[src/rtl/gshare_predictor.sv]
// Gshare conditional-branch direction predictor with a speculative global history and a checkpoint ring for in-order resolution.
// Optional performance counters are built when GSHARE_PREDICTOR_STATS_EN is defined.
module gshare_predictor #(
  parameter int WIDTH       = 2,
  parameter int GHR_BITS    = 8,
  parameter int PHT_ENTRIES = 256,
  parameter int CKPT_DEPTH  = 8
) (
  input  logic                          clk_in,
  input  logic                          rst_in,
  input  logic                          lookup_valid_in,
  input  logic [63:0]                   lookup_pc_in,
  input  logic [WIDTH-1:0]              lookup_branch_mask_in,
  output logic                          lookup_ready_out,
  output logic                          pred_valid_out,
  output logic [WIDTH-1:0]              pred_taken_out,
  output logic [$clog2(CKPT_DEPTH)-1:0] pred_tag_out,
  input  logic                          resolve_valid_in,
  input  logic [$clog2(CKPT_DEPTH)-1:0] resolve_tag_in,
  input  logic                          resolve_taken_in,
  input  logic                          resolve_mispredict_in,
  output logic                          resolve_err_out,
  output logic [31:0]                   stat_lookups_out,
  output logic [31:0]                   stat_mispredicts_out
);
  localparam int IDX_W = $clog2(PHT_ENTRIES);
  localparam int TAG_W = $clog2(CKPT_DEPTH);
  localparam int CNT_W = TAG_W + 1;

  // Handshake: a lookup transfers on a cycle where lookup_valid_in and lookup_ready_out are both high;
  // a resolve is taken whenever resolve_valid_in is high and is either accepted or rejected that cycle.

  logic [1:0]          pht      [PHT_ENTRIES];
  logic [GHR_BITS-1:0] ghr;
  logic [GHR_BITS-1:0] ckpt_ghr [CKPT_DEPTH];
  logic [IDX_W-1:0]    ckpt_idx [CKPT_DEPTH];
  logic [TAG_W-1:0]    head, tail;
  logic [CNT_W-1:0]    count;

  logic [IDX_W-1:0]    lane_idx  [WIDTH];
  logic [GHR_BITS-1:0] lane_ghr  [WIDTH];
  logic [TAG_W-1:0]    lane_slot [WIDTH];
  logic [WIDTH-1:0]    lane_alloc, lane_taken;
  logic [GHR_BITS-1:0] ghr_after;
  logic [CNT_W-1:0]    n_alloc;
  logic [GHR_BITS-1:0] head_ghr;
  logic [IDX_W-1:0]    head_idx;
  logic                lookup_fire, resolve_fire, mispredict_fire;
  logic                unused_bits;

  function automatic logic [1:0] sat_update(input logic [1:0] c, input logic up);
    if (up) return (c == 2'b11) ? c : c + 2'b01;
    return (c == 2'b00) ? c : c - 2'b01;
  endfunction

  assign head_ghr         = ckpt_ghr[head];
  assign head_idx         = ckpt_idx[head];
  assign lookup_ready_out = !rst_in && (count <= CNT_W'(CKPT_DEPTH - WIDTH))
                            && !(resolve_valid_in && resolve_mispredict_in);
  assign lookup_fire      = lookup_valid_in && lookup_ready_out;
  assign resolve_fire     = resolve_valid_in && (count != '0) && (resolve_tag_in == head);
  assign mispredict_fire  = resolve_fire && resolve_mispredict_in;
  assign unused_bits      = ^{lookup_pc_in[63:2+IDX_W], lookup_pc_in[1:0], head_ghr[GHR_BITS-1]};

  // Lane walk: every lane indexes with the GHR sampled at lookup, while the running history
  // advances per surviving branch so each checkpoint records the history before its own shift.
  always_comb begin
    logic [GHR_BITS-1:0] g;
    logic [CNT_W-1:0]    off;
    logic                stop;
    g          = ghr;
    off        = '0;
    stop       = 1'b0;
    lane_alloc = '0;
    lane_taken = '0;
    for (int i = 0; i < WIDTH; i++) begin
      lane_idx[i]  = (lookup_pc_in[2 +: IDX_W] + IDX_W'(i)) ^ IDX_W'(ghr);
      lane_ghr[i]  = g;
      lane_slot[i] = tail + off[TAG_W-1:0];
      if (lookup_branch_mask_in[i] && !stop) begin
        lane_alloc[i] = 1'b1;
        lane_taken[i] = pht[lane_idx[i]][1];
        g             = {g[GHR_BITS-2:0], lane_taken[i]};
        off           = off + CNT_W'(1);
        stop          = lane_taken[i];
      end
    end
    ghr_after = g;
    n_alloc   = off;
  end

  always_ff @(posedge clk_in) begin
    if (lookup_fire && !rst_in) begin
      for (int i = 0; i < WIDTH; i++) begin
        if (lane_alloc[i]) begin
          ckpt_ghr[lane_slot[i]] <= lane_ghr[i];
          ckpt_idx[lane_slot[i]] <= lane_idx[i];
        end
      end
    end
  end

  always_ff @(posedge clk_in) begin
    if (rst_in) begin
      ghr             <= '0;
      head            <= '0;
      tail            <= '0;
      count           <= '0;
      pred_valid_out  <= 1'b0;
      pred_taken_out  <= '0;
      pred_tag_out    <= '0;
      resolve_err_out <= 1'b0;
      for (int i = 0; i < PHT_ENTRIES; i++) pht[i] <= 2'b01;
    end else begin
      pred_valid_out  <= lookup_fire;
      resolve_err_out <= resolve_valid_in && !resolve_fire;
      if (lookup_fire) begin
        pred_taken_out <= lane_taken;
        pred_tag_out   <= tail;
        tail           <= tail + n_alloc[TAG_W-1:0];
      end else begin
        pred_taken_out <= '0;
      end
      if (resolve_fire) pht[head_idx] <= sat_update(pht[head_idx], resolve_taken_in);
      // A mispredict cannot coincide with an accepted lookup, so tail is stable when head jumps to it.
      if (mispredict_fire) begin
        ghr   <= {head_ghr[GHR_BITS-2:0], resolve_taken_in};
        head  <= tail;
        count <= '0;
      end else begin
        if (lookup_fire)  ghr  <= ghr_after;
        if (resolve_fire) head <= head + TAG_W'(1);
        count <= count + (lookup_fire ? n_alloc : '0) - (resolve_fire ? CNT_W'(1) : '0);
      end
    end
  end

`ifdef GSHARE_PREDICTOR_STATS_EN
  logic [31:0] stat_lookups_q, stat_mispredicts_q;

  always_ff @(posedge clk_in) begin
    if (rst_in) begin
      stat_lookups_q     <= '0;
      stat_mispredicts_q <= '0;
    end else begin
      if (lookup_fire && stat_lookups_q != '1)         stat_lookups_q     <= stat_lookups_q + 32'd1;
      if (mispredict_fire && stat_mispredicts_q != '1) stat_mispredicts_q <= stat_mispredicts_q + 32'd1;
    end
  end

  assign stat_lookups_out     = stat_lookups_q;
  assign stat_mispredicts_out = stat_mispredicts_q;
`else
  assign stat_lookups_out     = '0;
  assign stat_mispredicts_out = '0;
`endif

endmodule

[config.mk]
export PLATFORM = sky130hd
export DESIGN_NAME = gshare_predictor
export DESIGN_NICKNAME = d
export VERILOG_FILES = /design/src/rtl/gshare_predictor.sv
export SDC_FILE = /design/constraint.sdc
export NUM_CORES = 2
export LEC_CHECK = 0
export BUFFER_PORTS_ARGS = -buffer_cell sky130_fd_sc_hd__buf_4
export CAP_MARGIN = 20
export CELL_PAD_IN_SITES_DETAIL_PLACEMENT = 1
export CELL_PAD_IN_SITES_GLOBAL_PLACEMENT = 1
export CORE_UTILIZATION = 52
export CTS_CLUSTER_DIAMETER = 50
export DETAILED_ROUTE_END_ITERATION = 8
export PLACE_DENSITY = 0.86
export SLEW_MARGIN = 20
export SYNTH_ARGS = -nofsm -noshare
export SYNTH_HDL_FRONTEND = slang
export SYNTH_SLANG_ARGS = --single-unit
[constraint.sdc]
create_clock -name clk_in -period 6.5 [get_ports clk_in]
set_clock_uncertainty 0.1 [all_clocks]
set_input_delay 0.325 -clock clk_in [delete_from_list [all_inputs] [get_ports clk_in]]
set_output_delay 0.325 -clock clk_in [all_outputs]
set_load 0.02 [all_outputs]
==> impl_metrics.py <==
metrics = {
    "run_status": {
        "status": "finished, violations left",
        "violations": "design-rule violations",
    },
    "critical_path": {
        "worstReg2RegEnd": "pht[125][1]$_SDFFCE_PN0P_",
        "rr_worst_depth": 12,
        "cp_common_cell": "buf_4",
        "crit_family": "simple AND/OR/NAND/NOR gates",
        "crit_path_end_kind": "flop",
        "r2r_setup_slack_ns": 0.19,
        "cp_slowest_cell": "a31oi_1",
        "cp_data_arrival_time_ns": 6.65,
        "path_max_fanout": 28,
        "crit_chain": "buf_4 -> mux4_2 -> nor3b_1 -> a31oi_1 -> nand2b_1 -> a41o_1 -> nand4_1 -> nor4b_4 -> a31oi_4 -> buf_12 -> buf_4 -> nor4_1",
        "cp.depth": 12,
        "critPathLaunchType": "flop",
        "critPathMaxStageDelay_ns": 0.87,
        "cp.required_ns": 6.84,
        "crit_path_end": "pht[125][1]$_SDFFCE_PN0P_",
        "critPathKind": "reg2reg",
        "crit_buf_inv": 3,
    },
    "global_route": {
        "grt_max_degree": 120,
        "grt_pass1_vias": 35200,
        "grt_usage_pct": 39.9,
        "grt_first_pass_wirelength_um": 233000,
        "grt_overflow_total": 0,
        "antenna_found_initial": 5,
    },
    "detailed_routing": {
        "first_pass_iters": 9,
        "routed_wl_um": 160000,
        "vias_per_cell": 7.47,
        "wl_per_cell_um": 35.0,
        "vias": 34100,
        "drc": 1,
        "ant_nets": 0,
        "drt_iter0_markers": 5392,
    },
    "yosys": {
        "yosys_warnings": 0,
        "ys.flop_type": "edfxtp_1",
        "synth_top_family_by_area": "multiplexers",
        "synth_edf_count": 632,
        "synth_area_leaders": "edfxtp_1 (46%), mux4_2 (9.8%), mux2i_1 (6.3%), nor4_1 (3.8%), nand2_1 (2.5%)",
        "synth_top_area_share_pct": 46.4,
        "avgSynthCellArea_um2": 11.4,
        "synth_area_um2": 40900,
        "synth_cell_types": 79,
        "yosys.cell_count.top_type": "edfxtp_1",
        "synth_compound_area_share_pct": 10.5,
        "async_flop_share_pct": 0,
        "ys_seq_elements": 660,
        "syn_inst": 3574,
        "synth_common_cells": "edfxtp_1 (632), nand2_1 (274), nor2_1 (262)",
        "synthSimpleGateAreaFrac_pct": 14.7,
        "synth_area_leader_cell": "edfxtp_1",
        "synth_fa_ha_area_share_pct": 0.465,
        "ys_seq_area_share_pct": 47.8,
        "synth_xor_area_share_pct": 1.63,
        "synth_mux_area_share_pct": 18.7,
    },
    "placed_design": {
        "place_area_um2": 42200,
        "place_congestion": 0.938,
        "hpwlAfterDp_um": 98900,
        "io_buffers": 26,
        "place_inst": 4397,
    },
    "finish": {
        "area_delta_synth_final_pct": 10.3,
        "drive_gt1_share_pct": 24.5,
        "fill_cells": 7860,
        "finalNetCount": 3539,
        "stdcell_area_um2": 45100,
        "fin_cells": 4567,
    },
    "clocking": {
        "cts-root-buf": "clkbuf_16",
        "clock-sinks": 660,
        "cts.reportedPaths.clkPinSlew_ns": 0.06,
        "cts.htree.levels": 3,
        "clock_path_buffers": 3,
        "insertion_delay_ns": 0.69,
        "cts_buffers": 88,
        "cts-resized-gates": 0,
        "cts_tree": "built",
    },
    "sta": {
        "setup_viol": 0,
        "worstMarginPinSlew_ns": 1.28,
        "fmax_mhz": 158,
        "finalHoldViolCount": 0,
        "fin_setup_tns_ns": 0,
        "period_needed_ns": 6.31,
        "slew_headroom_pct": 12.6,
        "rsz0062_at_grt": "no",
        "finalCritPeriodShare_pct": 97.1,
        "drv_slew": 0,
    },
    "power_and_ir_drop": {
        "pwr_density_cell_nw_per_um2": 292,
        "peakVddDrop_v": 0.000252,
        "p_total_mw": 13.1,
        "leakage_nw": 15.3,
    },
    "floorplan": {
        "coreArea_um2": 77600,
        "die_y_um": 282,
        "start_util_pct": 52.7,
        "die_w_um": 282,
        "die_area_um2": 79700,
        "row_count": 102,
        "ios": 147,
    },
    "run": {
        "drv_cap": 0,
    },
    "min_path": {
        "min_path_type": "in2reg",
    },
}
[state kept, by name (all words and copies together), names as in the netlist, named ones only]
signal           cells
pht                512
ckpt_idx            64
ckpt_ghr            56
ghr                  7
count                4
head                 3
pred_tag_out         3
tail                 3
pred_taken_out       2
pred_valid_out       1
resolve_err_out      1
[repair_timing]
item	4_1_cts	5_1_grt
setup buffers	0	0
hold buffers	3	0
hold endpoints to repair	6	0
[layer usage]
metal / global-route usage, % / vias to the layer above / routed length, um
met5: 1.47 / - / 145
met3: 13.4 / 923 / 22200
met4: 29.1 / 10 / 13300
met1: 47.0 / 16900 / 52800
met2: 61.0 / 2952 / 71400
li1: - / 13300 / -
[area by class of cell]
| cell class | count | area (um^2) | share of cell area (%) |
|---|---|---|---|
| flip-flops and latches | 660 | 19500 | 43.3 |
| multi-input cells | 2461 | 19400 | 42.9 |
| inverters | 30 | 113 | 0.250 |
| diodes | 1 | 2.50 | 0.00555 |
| clock inverters | 61 | 526 | 1.17 |
| clock buffers | 105 | 2320 | 5.14 |
| repair buffers | 209 | 1930 | 4.29 |
| well taps | 1040 | 1300 | 2.89 |
[worst min-delay path by stage]
| stage | start | to | slack (ns) | depth (start not counted) |
|---|---|---|---|---|
| 4_1_cts | lookup_branch_mask_in[0] | flop | 0.07 | 3 |
| 5_1_grt | lookup_branch_mask_in[0] | flop | 0.11 | 3 |
| 2_1_floorplan | resolve_valid_in | resolve_err_out$_SDFF_PP0_ | 0.39 | 1 |
| 3_3_place_gp | pred_tag_out[0]$_SDFFE_PP0P_ | pred_tag_out[0]$_SDFFE_PP0P_ | 0.35 | 2 |
| 3_5_place_dp | pred_tag_out[2]$_SDFFE_PP0P_ | pred_tag_out[2]$_SDFFE_PP0P_ | 0.37 | 2 |
| 6_report | lookup_branch_mask_in[0] | flop | 0.06 | 3 |
[cells by family (layout without fill, tap and decap cells)]
| group | count (synthesis) | in the layout |
|---|---|---|
| flip-flops | 660 | 660 |
| adder cells (fa/ha/maj) | 14 | 14 |
| AO/OA/AOI/OAI | 604 | 604 |
| XOR/XNOR | 75 | 75 |
| AND/OR/NAND/NOR | 1178 | 1178 |
| multiplexers | 526 | 526 |
| buffers and inverters | 516 | 405 |
| other | 1 | 65 |
[power breakdown]
part	switching [mW]	leakage (nW)	internal [mW]	total (mW)
combinational	2.35	8.28	1.08	3.43
sequential	0.101	5.66	4.75	4.85
clock	2.12	1.38	2.75	4.87
total	4.57	15.3	8.58	13.1
[per-stage QoR]
| step | util, % | setup WS, ns | hold slack, ns |
|---|---|---|---|
| 2_1_floorplan | - | 1.80 | 0.392 |
| 3_3_place_gp | 54.3 | 0.744 | 0.347 |
| 3_5_place_dp | 54.4 | 0.543 | 0.372 |
| 4_1_cts | 58.1 | 0.370 | 0.0676 |
| 5_1_grt | 58.1 | 0.191 | 0.114 |
| 6_report | 58.1 | 0.187 | 0.0644 |
[worst reg2reg max path, delay by kind of cell, from the launching register on]
kind	cells	cell delay, ns
muxes	1	0.63
AOI/OAI and AO/OA	3	1.47
and+or+nand+nor	5	2.09
DFF	1	0.78
buffers and inverters	3	1.01
[cell usage in the layout (no fill, tap or decap), types with 64 or more instances in the layout]
master / instances
edfxtp_1: 632
or2_2: 159
nor4_1: 247
nand3_1: 71
buf_4: 177
a21o_1: 100
mux4_2: 175
clkbuf_16: 89
nand2_1: 268
mux2i_1: 256
mux2_2: 74
nor2_1: 249
o21ai_0: 168
conb_1: 64
o211ai_1: 68
No activity file was read; power rests on OpenSTA's default activity.
